[src/rtl/pipe_hazard_ctrl_pkg.sv]
// pipe_hazard_ctrl_pkg: FSM state encodings, stall/flush control bundle and the counter width default.
package pipe_hazard_ctrl_pkg;
  localparam int CNT_W_DEF = 7;
  typedef enum logic [1:0] {
    ST_RUN      = 2'd0,
    ST_MC_WAIT  = 2'd1,
    ST_MEM_WAIT = 2'd2
  } state_t;
  typedef struct packed {
    logic f_stall;
    logic d_stall;
    logic d_flush;
    logic e_stall;
    logic e_flush;
    logic m_stall;
    logic m_flush;
  } ctrl_t;
  localparam ctrl_t CTRL_IDLE      = ctrl_t'(7'b0000000);
  localparam ctrl_t CTRL_FREEZE    = ctrl_t'(7'b1101010);
  localparam ctrl_t CTRL_MC_HOLD   = ctrl_t'(7'b1101001);
  localparam ctrl_t CTRL_REDIRECT  = ctrl_t'(7'b0010100);
  localparam ctrl_t CTRL_LU_BUBBLE = ctrl_t'(7'b1100100);
endpackage

[src/rtl/pipe_hazard_ctrl_if.sv]
// pipe_hazard_ctrl_if: hazard inputs and stall/flush outputs between the pipeline and the sequencer.
// Perf counter signals exist only when PIPE_HAZARD_PERF_EN is defined.
interface pipe_hazard_ctrl_if;
  logic [4:0] decode_i_rs1;
  logic [4:0] decode_i_rs2;
  logic       decode_i_rs1_used;
  logic       decode_i_rs2_used;
  logic       regE_i_mem_ren;
  logic [4:0] regE_i_wb_rd;
  logic       regE_i_wb_reg_wen;
  logic       execute_i_need_jump;
  logic       execute_i_mc_start;
  logic       mc_i_done;
  logic       mem_i_busy;
  logic       ctrl_o_regF_stall;
  logic       ctrl_o_regD_stall;
  logic       ctrl_o_regD_flush;
  logic       ctrl_o_regE_stall;
  logic       ctrl_o_regE_flush;
  logic       ctrl_o_regM_stall;
  logic       ctrl_o_regM_flush;
  logic [1:0] ctrl_o_state;
  logic       ctrl_o_mc_timeout;
`ifdef PIPE_HAZARD_PERF_EN
  logic [31:0] ctrl_o_stall_cnt;
  logic [31:0] ctrl_o_flush_cnt;
`endif
  modport master (
    output decode_i_rs1, decode_i_rs2, decode_i_rs1_used, decode_i_rs2_used,
           regE_i_mem_ren, regE_i_wb_rd, regE_i_wb_reg_wen,
           execute_i_need_jump, execute_i_mc_start, mc_i_done, mem_i_busy,
    input  ctrl_o_regF_stall, ctrl_o_regD_stall, ctrl_o_regD_flush,
           ctrl_o_regE_stall, ctrl_o_regE_flush, ctrl_o_regM_stall, ctrl_o_regM_flush,
           ctrl_o_state, ctrl_o_mc_timeout
`ifdef PIPE_HAZARD_PERF_EN
    , input ctrl_o_stall_cnt, ctrl_o_flush_cnt
`endif
  );
  modport slave (
    input  decode_i_rs1, decode_i_rs2, decode_i_rs1_used, decode_i_rs2_used,
           regE_i_mem_ren, regE_i_wb_rd, regE_i_wb_reg_wen,
           execute_i_need_jump, execute_i_mc_start, mc_i_done, mem_i_busy,
    output ctrl_o_regF_stall, ctrl_o_regD_stall, ctrl_o_regD_flush,
           ctrl_o_regE_stall, ctrl_o_regE_flush, ctrl_o_regM_stall, ctrl_o_regM_flush,
           ctrl_o_state, ctrl_o_mc_timeout
`ifdef PIPE_HAZARD_PERF_EN
    , output ctrl_o_stall_cnt, ctrl_o_flush_cnt
`endif
  );
endinterface

[src/rtl/pipe_hazard_ctrl_lu_detect.sv]
// pipe_hazard_ctrl_lu_detect: combinational load-use compare between the load in E and the sources of D.
module pipe_hazard_ctrl_lu_detect (
  input  logic [4:0] rs1,
  input  logic [4:0] rs2,
  input  logic       rs1_used,
  input  logic       rs2_used,
  input  logic       ren,
  input  logic       wen,
  input  logic [4:0] rd,
  output logic       lu
);
  assign lu = ren & wen & (rd != 5'd0) & ((rs1_used & (rs1 == rd)) | (rs2_used & (rs2 == rd)));
endmodule

[src/rtl/pipe_hazard_ctrl.sv]
// pipe_hazard_ctrl: stall/flush sequencer for regF/D/E/M with multi-cycle and memory-wait watchdog FSM.
// Define PIPE_HAZARD_PERF_EN to add the stall/flush cycle counters.
module pipe_hazard_ctrl import pipe_hazard_ctrl_pkg::*; #(
  parameter int MC_TIMEOUT = 64,
  parameter int CNT_W      = CNT_W_DEF
) (
  input logic              clk,
  input logic              rst,
  pipe_hazard_ctrl_if.slave bus
);
  state_t           state;
  logic [CNT_W-1:0] cnt;
  logic [CNT_W-1:0] cnt_inc;
  logic             timeout;
  logic             lu;
  logic             mc_go;
  logic             mc_end;
  ctrl_t            c;
  pipe_hazard_ctrl_lu_detect u_lu (
    .rs1      (bus.decode_i_rs1),
    .rs2      (bus.decode_i_rs2),
    .rs1_used (bus.decode_i_rs1_used),
    .rs2_used (bus.decode_i_rs2_used),
    .ren      (bus.regE_i_mem_ren),
    .wen      (bus.regE_i_wb_reg_wen),
    .rd       (bus.regE_i_wb_rd),
    .lu       (lu)
  );
  assign cnt_inc = &cnt ? cnt : cnt + 1'b1;
  assign mc_go   = bus.execute_i_mc_start & ~bus.mc_i_done;
  // a memory freeze overrides completion, so the MC wait only ends on done with memory ready
  assign mc_end  = bus.mc_i_done & ~bus.mem_i_busy;
  always_comb begin
    c = CTRL_IDLE;
    case (state)
      ST_RUN:      c = bus.mem_i_busy ? CTRL_FREEZE : mc_go ? CTRL_MC_HOLD :
                       bus.execute_i_need_jump ? CTRL_REDIRECT : lu ? CTRL_LU_BUBBLE : CTRL_IDLE;
      ST_MC_WAIT:  c = bus.mem_i_busy ? CTRL_FREEZE : bus.mc_i_done ? CTRL_IDLE : CTRL_MC_HOLD;
      ST_MEM_WAIT: c = bus.mem_i_busy ? CTRL_FREEZE : CTRL_IDLE;
      default:     c = CTRL_IDLE;
    endcase
    if (rst) c = CTRL_IDLE;
  end
  assign bus.ctrl_o_regF_stall = c.f_stall;
  assign bus.ctrl_o_regD_stall = c.d_stall;
  assign bus.ctrl_o_regD_flush = c.d_flush & ~c.d_stall;
  assign bus.ctrl_o_regE_stall = c.e_stall;
  assign bus.ctrl_o_regE_flush = c.e_flush & ~c.e_stall;
  assign bus.ctrl_o_regM_stall = c.m_stall;
  assign bus.ctrl_o_regM_flush = c.m_flush & ~c.m_stall;
  assign bus.ctrl_o_state      = state;
  assign bus.ctrl_o_mc_timeout = timeout;
  always_ff @(posedge clk or posedge rst) begin
    if (rst) begin
      state   <= ST_RUN;
      cnt     <= '0;
      timeout <= 1'b0;
    end else begin
      case (state)
        ST_RUN: begin
          state <= bus.mem_i_busy ? ST_MEM_WAIT : mc_go ? ST_MC_WAIT : ST_RUN;
          cnt   <= (bus.mem_i_busy | mc_go) ? CNT_W'(1) : '0;
        end
        ST_MC_WAIT: begin
          state <= mc_end ? ST_RUN : ST_MC_WAIT;
          cnt   <= mc_end ? '0 : cnt_inc;
          if (cnt >= CNT_W'(MC_TIMEOUT)) timeout <= 1'b1;
        end
        ST_MEM_WAIT: begin
          state <= bus.mem_i_busy ? ST_MEM_WAIT : ST_RUN;
          cnt   <= bus.mem_i_busy ? cnt_inc : '0;
        end
        default: begin
          state <= ST_RUN;
          cnt   <= '0;
        end
      endcase
    end
  end
`ifdef PIPE_HAZARD_PERF_EN
  logic [31:0] stall_cnt;
  logic [31:0] flush_cnt;
  always_ff @(posedge clk or posedge rst) begin
    if (rst) begin
      stall_cnt <= '0;
      flush_cnt <= '0;
    end else begin
      stall_cnt <= stall_cnt + 32'(bus.ctrl_o_regF_stall);
      flush_cnt <= flush_cnt + 32'(bus.ctrl_o_regD_flush | bus.ctrl_o_regE_flush);
    end
  end
  assign bus.ctrl_o_stall_cnt = stall_cnt;
  assign bus.ctrl_o_flush_cnt = flush_cnt;
`endif
endmodule

[src/flat_wrapper.sv]
// flat-port wrapper written by rule: the top's interface ports become plain ports
module pipe_hazard_ctrl_flat import pipe_hazard_ctrl_pkg::*;
#(
  parameter int MC_TIMEOUT = 64,
  parameter int CNT_W      = CNT_W_DEF
)
  (clk, rst, bus_decode_i_rs1, bus_decode_i_rs2, bus_decode_i_rs1_used, bus_decode_i_rs2_used, bus_regE_i_mem_ren, bus_regE_i_wb_rd, bus_regE_i_wb_reg_wen, bus_execute_i_need_jump, bus_execute_i_mc_start, bus_mc_i_done, bus_mem_i_busy, bus_ctrl_o_regF_stall, bus_ctrl_o_regD_stall, bus_ctrl_o_regD_flush, bus_ctrl_o_regE_stall, bus_ctrl_o_regE_flush, bus_ctrl_o_regM_stall, bus_ctrl_o_regM_flush, bus_ctrl_o_state, bus_ctrl_o_mc_timeout);
  pipe_hazard_ctrl_if bus_i ();
  input logic clk;
  input logic rst;
  input wire logic [$bits(bus_i.decode_i_rs1)-1:0] bus_decode_i_rs1;
  input wire logic [$bits(bus_i.decode_i_rs2)-1:0] bus_decode_i_rs2;
  input wire logic [$bits(bus_i.decode_i_rs1_used)-1:0] bus_decode_i_rs1_used;
  input wire logic [$bits(bus_i.decode_i_rs2_used)-1:0] bus_decode_i_rs2_used;
  input wire logic [$bits(bus_i.regE_i_mem_ren)-1:0] bus_regE_i_mem_ren;
  input wire logic [$bits(bus_i.regE_i_wb_rd)-1:0] bus_regE_i_wb_rd;
  input wire logic [$bits(bus_i.regE_i_wb_reg_wen)-1:0] bus_regE_i_wb_reg_wen;
  input wire logic [$bits(bus_i.execute_i_need_jump)-1:0] bus_execute_i_need_jump;
  input wire logic [$bits(bus_i.execute_i_mc_start)-1:0] bus_execute_i_mc_start;
  input wire logic [$bits(bus_i.mc_i_done)-1:0] bus_mc_i_done;
  input wire logic [$bits(bus_i.mem_i_busy)-1:0] bus_mem_i_busy;
  output wire logic [$bits(bus_i.ctrl_o_regF_stall)-1:0] bus_ctrl_o_regF_stall;
  output wire logic [$bits(bus_i.ctrl_o_regD_stall)-1:0] bus_ctrl_o_regD_stall;
  output wire logic [$bits(bus_i.ctrl_o_regD_flush)-1:0] bus_ctrl_o_regD_flush;
  output wire logic [$bits(bus_i.ctrl_o_regE_stall)-1:0] bus_ctrl_o_regE_stall;
  output wire logic [$bits(bus_i.ctrl_o_regE_flush)-1:0] bus_ctrl_o_regE_flush;
  output wire logic [$bits(bus_i.ctrl_o_regM_stall)-1:0] bus_ctrl_o_regM_stall;
  output wire logic [$bits(bus_i.ctrl_o_regM_flush)-1:0] bus_ctrl_o_regM_flush;
  output wire logic [$bits(bus_i.ctrl_o_state)-1:0] bus_ctrl_o_state;
  output wire logic [$bits(bus_i.ctrl_o_mc_timeout)-1:0] bus_ctrl_o_mc_timeout;
  assign bus_i.decode_i_rs1 = bus_decode_i_rs1;
  assign bus_i.decode_i_rs2 = bus_decode_i_rs2;
  assign bus_i.decode_i_rs1_used = bus_decode_i_rs1_used;
  assign bus_i.decode_i_rs2_used = bus_decode_i_rs2_used;
  assign bus_i.regE_i_mem_ren = bus_regE_i_mem_ren;
  assign bus_i.regE_i_wb_rd = bus_regE_i_wb_rd;
  assign bus_i.regE_i_wb_reg_wen = bus_regE_i_wb_reg_wen;
  assign bus_i.execute_i_need_jump = bus_execute_i_need_jump;
  assign bus_i.execute_i_mc_start = bus_execute_i_mc_start;
  assign bus_i.mc_i_done = bus_mc_i_done;
  assign bus_i.mem_i_busy = bus_mem_i_busy;
  assign bus_ctrl_o_regF_stall = bus_i.ctrl_o_regF_stall;
  assign bus_ctrl_o_regD_stall = bus_i.ctrl_o_regD_stall;
  assign bus_ctrl_o_regD_flush = bus_i.ctrl_o_regD_flush;
  assign bus_ctrl_o_regE_stall = bus_i.ctrl_o_regE_stall;
  assign bus_ctrl_o_regE_flush = bus_i.ctrl_o_regE_flush;
  assign bus_ctrl_o_regM_stall = bus_i.ctrl_o_regM_stall;
  assign bus_ctrl_o_regM_flush = bus_i.ctrl_o_regM_flush;
  assign bus_ctrl_o_state = bus_i.ctrl_o_state;
  assign bus_ctrl_o_mc_timeout = bus_i.ctrl_o_mc_timeout;
  pipe_hazard_ctrl #(.MC_TIMEOUT(MC_TIMEOUT), .CNT_W(CNT_W)) u_core (.clk(clk), .rst(rst), .bus(bus_i));
endmodule
[config.mk]
export PLATFORM = sky130hd
export DESIGN_NAME = pipe_hazard_ctrl_flat
export DESIGN_NICKNAME = d
export VERILOG_FILES = /design/src/rtl/pipe_hazard_ctrl_pkg.sv /design/src/rtl/pipe_hazard_ctrl_if.sv /design/src/rtl/pipe_hazard_ctrl_lu_detect.sv /design/src/rtl/pipe_hazard_ctrl.sv /design/src/flat_wrapper.sv
export SDC_FILE = /design/constraint.sdc
export NUM_CORES = 1
export LEC_CHECK = 0
export ABC_AREA = 1
export CAP_MARGIN = 20
export CORE_UTILIZATION = 37
export DETAILED_ROUTE_END_ITERATION = 10
export PLACE_DENSITY_LB_ADDON = 0.2
export SLEW_MARGIN = 20
export SYNTH_ARGS = -nofsm -noshare
export SYNTH_HDL_FRONTEND = slang
export SYNTH_SLANG_ARGS = --single-unit
[constraint.sdc]
create_clock -name clk -period 1.8 [get_ports clk]
set_clock_uncertainty 0.15 [all_clocks]
set_input_delay 0.54 -clock clk [delete_from_list [all_inputs] [get_ports clk]]
set_output_delay 0.54 -clock clk [all_outputs]
set_load 0.1 [all_outputs]
==> impl_metrics.py <==
metrics = {
    "placement": {
        "dpl.cell_count": 207,
        "port_buffers": 34,
        "place_hpwl_um": 2080,
        "gp_congestion": 0.8012,
        "detailed_place.area_um2": 1479,
    },
    "run_status": {
        "violations": "setup timing",
        "status": "finished with violations",
    },
    "setup_path": {
        "cpMostUsedCell": "nand2_2",
        "slowest_stage": "dfrtp_4",
        "crit_arrival_ps": 1700,
        "cp-start-kind": "register",
        "cp_cell_sequence": "inv_4 -> nand2_2 -> o21bai_4 -> o21ai_4 -> inv_2 -> nand2_2 -> nand2_4 -> clkinvlp_4 -> buf_12",
        "end_kind": "output pin",
        "crit_path_max_incr_delay_ps": 500,
        "required_ps": 1110,
        "crit_path_start": "u_core.bus.ctrl_o_state[1]$_DFF_PP0_",
        "cp_max_fo": 3,
        "critical_path_class": "reg2out",
        "r2r-start": "u_core.bus.ctrl_o_state[1]$_DFF_PP0_",
    },
    "synthesis": {
        "ys.warnings.count": 0,
        "synth_area_per_cell_um2": 6.228,
        "synth_cell_type_count": 22,
        "synth_top_area_cell": "dfrtp_1",
        "yosysMostFrequentCell": "nand2_1",
        "synthFlopType": "dfrtp_1",
        "ys_ff_latch": 10,
        "ys_seq_area_frac": 0.3044,
        "yosys-top-cells-area": "dfrtp_1 30%, nand2_1 21%, inv_1 12%, nor2_1 7.3%, nand3_1 4.9%",
        "syn-instance-count": 132,
        "synthesis.area_um2": 822.0,
        "async_reset_ff_frac": 1.000,
        "synth_edf_count": 0,
        "synth_top_area_share": 0.3044,
        "synthesis.nets": 158,
        "netlist_top_cells_count": "45 x nand2_1, 26 x inv_1, 16 x nor2_1",
    },
    "timing": {
        "grt_setup_unrepaired": "true",
        "finalSetupViolCount": 10,
        "slew_headroom": 0.7929,
        "fin_ws_ps": -590.6,
        "finalCriticalPeriod_ps": 2391,
        "hold_viol": 0,
        "drv_slew": 0,
        "max_freq_ghz": 0.4183,
        "min_period_over_period": 1.328,
        "max_slew.worst_pin.slew_ps": 308.4,
    },
    "floorplan": {
        "ios": 35,
        "core_area_um2": 2022,
        "fp-row-count": 16,
        "start_util": 0.4066,
        "die-area_um2": 2414,
        "die_w_um": 49.14,
        "die_height_um": 49.14,
    },
    "min_path": {
        "min_path_type": "reg2reg",
        "min_from": "u_core.bus.ctrl_o_mc_timeout$_DFFE_PP0P_",
    },
    "routing": {
        "routed_wirelength_um": 3566,
        "viasPerCell": 5.171,
        "wl_per_cell_um": 16.06,
        "routed-via-count": 1148,
        "postRouteAntennaNets": 0,
        "drt_iter0_markers": 64,
        "drc": 0,
        "drt-pass1-iter-count": 4,
    },
    "final_layout": {
        "ff_latch_area_um2": 257.7,
        "antenna_cells": 0,
        "final_layout_size_suffix_gt1_frac": 0.4564,
        "final_cell_area_um2": 1663,
        "fill_cells": 116,
        "area.growth.synth_to_final_pct": 102.3,
        "instances_no_fill": 222,
        "multi_input_area_um2": 603.1,
        "layout.nets": 222,
    },
    "grt": {
        "grt_use_total": 0.3083,
        "grt_first_pass_wirelength_um": 5388,
        "overflow": 0,
        "antenna_found_initial": 0,
        "grt_max_degree": 11,
        "grt_pass1_vias": 1112,
    },
    "pwr": {
        "vdd_drop_max_mv": 0.6609,
        "power_density_nw_per_um2": 536.3,
        "leakage_uw": 0.0008739,
    },
    "cts": {
        "cts_inserted_buffers": 3,
        "insertion_delay_ps": 280,
        "cts_buffer_depth": 2,
        "cts_sinks": 10,
        "clk_transition_reported_paths_ps": 60,
        "cts_tree": "yes",
        "root_buffer": "clkbuf_4",
        "ctsHtreeMaxLevel": 1,
    },
    "job": {
        "drv_cap": 0,
    },
}
-- final cells by class --
type / instances / share of cell area
Multi-Input combinational cell: 92 / 0.3627
Tap cell: 27 / 0.02032
Sequential cell: 10 / 0.1550
Clock buffer: 4 / 0.02182
Timing Repair Buffer: 60 / 0.3672
Inverter: 29 / 0.07299
-- critical path: cells and delay by family (launching register included) --
kind,cells,cell delay (ps)
buffers and inverters,4,420
and+or+nand+nor,3,240
AOI/OAI and AO/OA,2,270
DFF,1,500
-- placed cells by master (no fill, tap or decap), types with 5 or more instances in the layout --
| master | instances |
|---|---|
| nand2_1 | 37 |
| inv_2 | 10 |
| clkdlybuf4s15_1 | 5 |
| nand3_1 | 5 |
| clkbuf_2 | 6 |
| buf_12 | 10 |
| buf_4 | 23 |
| nor2_1 | 15 |
| inv_1 | 15 |
| dlygate4sd2_1 | 6 |
| dfrtp_1 | 8 |
-- logic make-up after synthesis --
| logic type | count (synthesis) | synth area share |
|---|---|---|
| buffers and inverters | 30 | 0.1416 |
| adder cells (fa/ha/maj) | 1 | 0.01522 |
| XOR/XNOR | 2 | 0.02131 |
| AND/OR/NAND/NOR | 76 | 0.4018 |
| AO/OA/AOI/OAI | 13 | 0.1157 |
| flip-flops | 10 | 0.3044 |
-- registers in the layout (all words and copies together), names as in the netlist --
name,count
u_core.bus.ctrl_o_mc_timeout,1
u_core.bus.ctrl_o_state,2
u_core.cnt,7
-- stage by stage --
stage | setup TNS (ps) | hold WS, ps | worst slack [ps] | total power (uW) | utilization
after global routing | -5146 | 421.8 | -644.0 | 923.3 | 0.8224
after floorplan | -3302 | 245.8 | -561.5 | 455.3 | -
after detailed placement | -6966 | 387.1 | -1010 | 624.9 | 0.7314
after global placement | -6292 | 380.4 | -877.9 | 615.7 | 0.7314
after CTS | -4307 | 402.0 | -537.7 | 873.2 | 0.8286
final | -4715 | 395.6 | -590.6 | 891.8 | 0.8224
-- where the power goes --
| part | internal (uW) | switching [uW] |
|---|---|---|
| clock | 123 | 82.2 |
| sequential | 236 | 11.5 |
| combinational | 185 | 254 |
| total | 544 | 348 |
-- timing repair --
item,4_1_cts,5_1_grt
setup buffers,12,1
hold buffers,0,0
resized for setup,60,22
endpoints found under the setup margin,8,10
pin swaps,21,15
cloned,0,0
-- layer usage --
metal | track usage | vias to the layer above | routed length, um
met3 | 0.07788 | 9 | 249
met4 | 0.08824 | 0 | 64
met2 | 0.5776 | 56 | 1899
met1 | 0.3353 | 554 | 1352
li1 | - | 529 | -
met5 | 0 | - | 0
-- worst paths after layout --
check	to	slack [ps]	cells past startpoint
max reg2reg	u_core.cnt[4]$_DFF_PP0_	-500	14
max	bus_ctrl_o_regE_stall	-590	9
min reg2reg	u_core.bus.ctrl_o_mc_timeout$_DFFE_PP0P_	400	1
min	u_core.bus.ctrl_o_mc_timeout$_DFFE_PP0P_	400	1
max in group asynchronous	u_core.bus.ctrl_o_state[1]$_DFF_PP0_	730	4
min in group asynchronous	u_core.cnt[4]$_DFF_PP0_	580	4
Note: power is estimated with default switching activity, not from simulation.
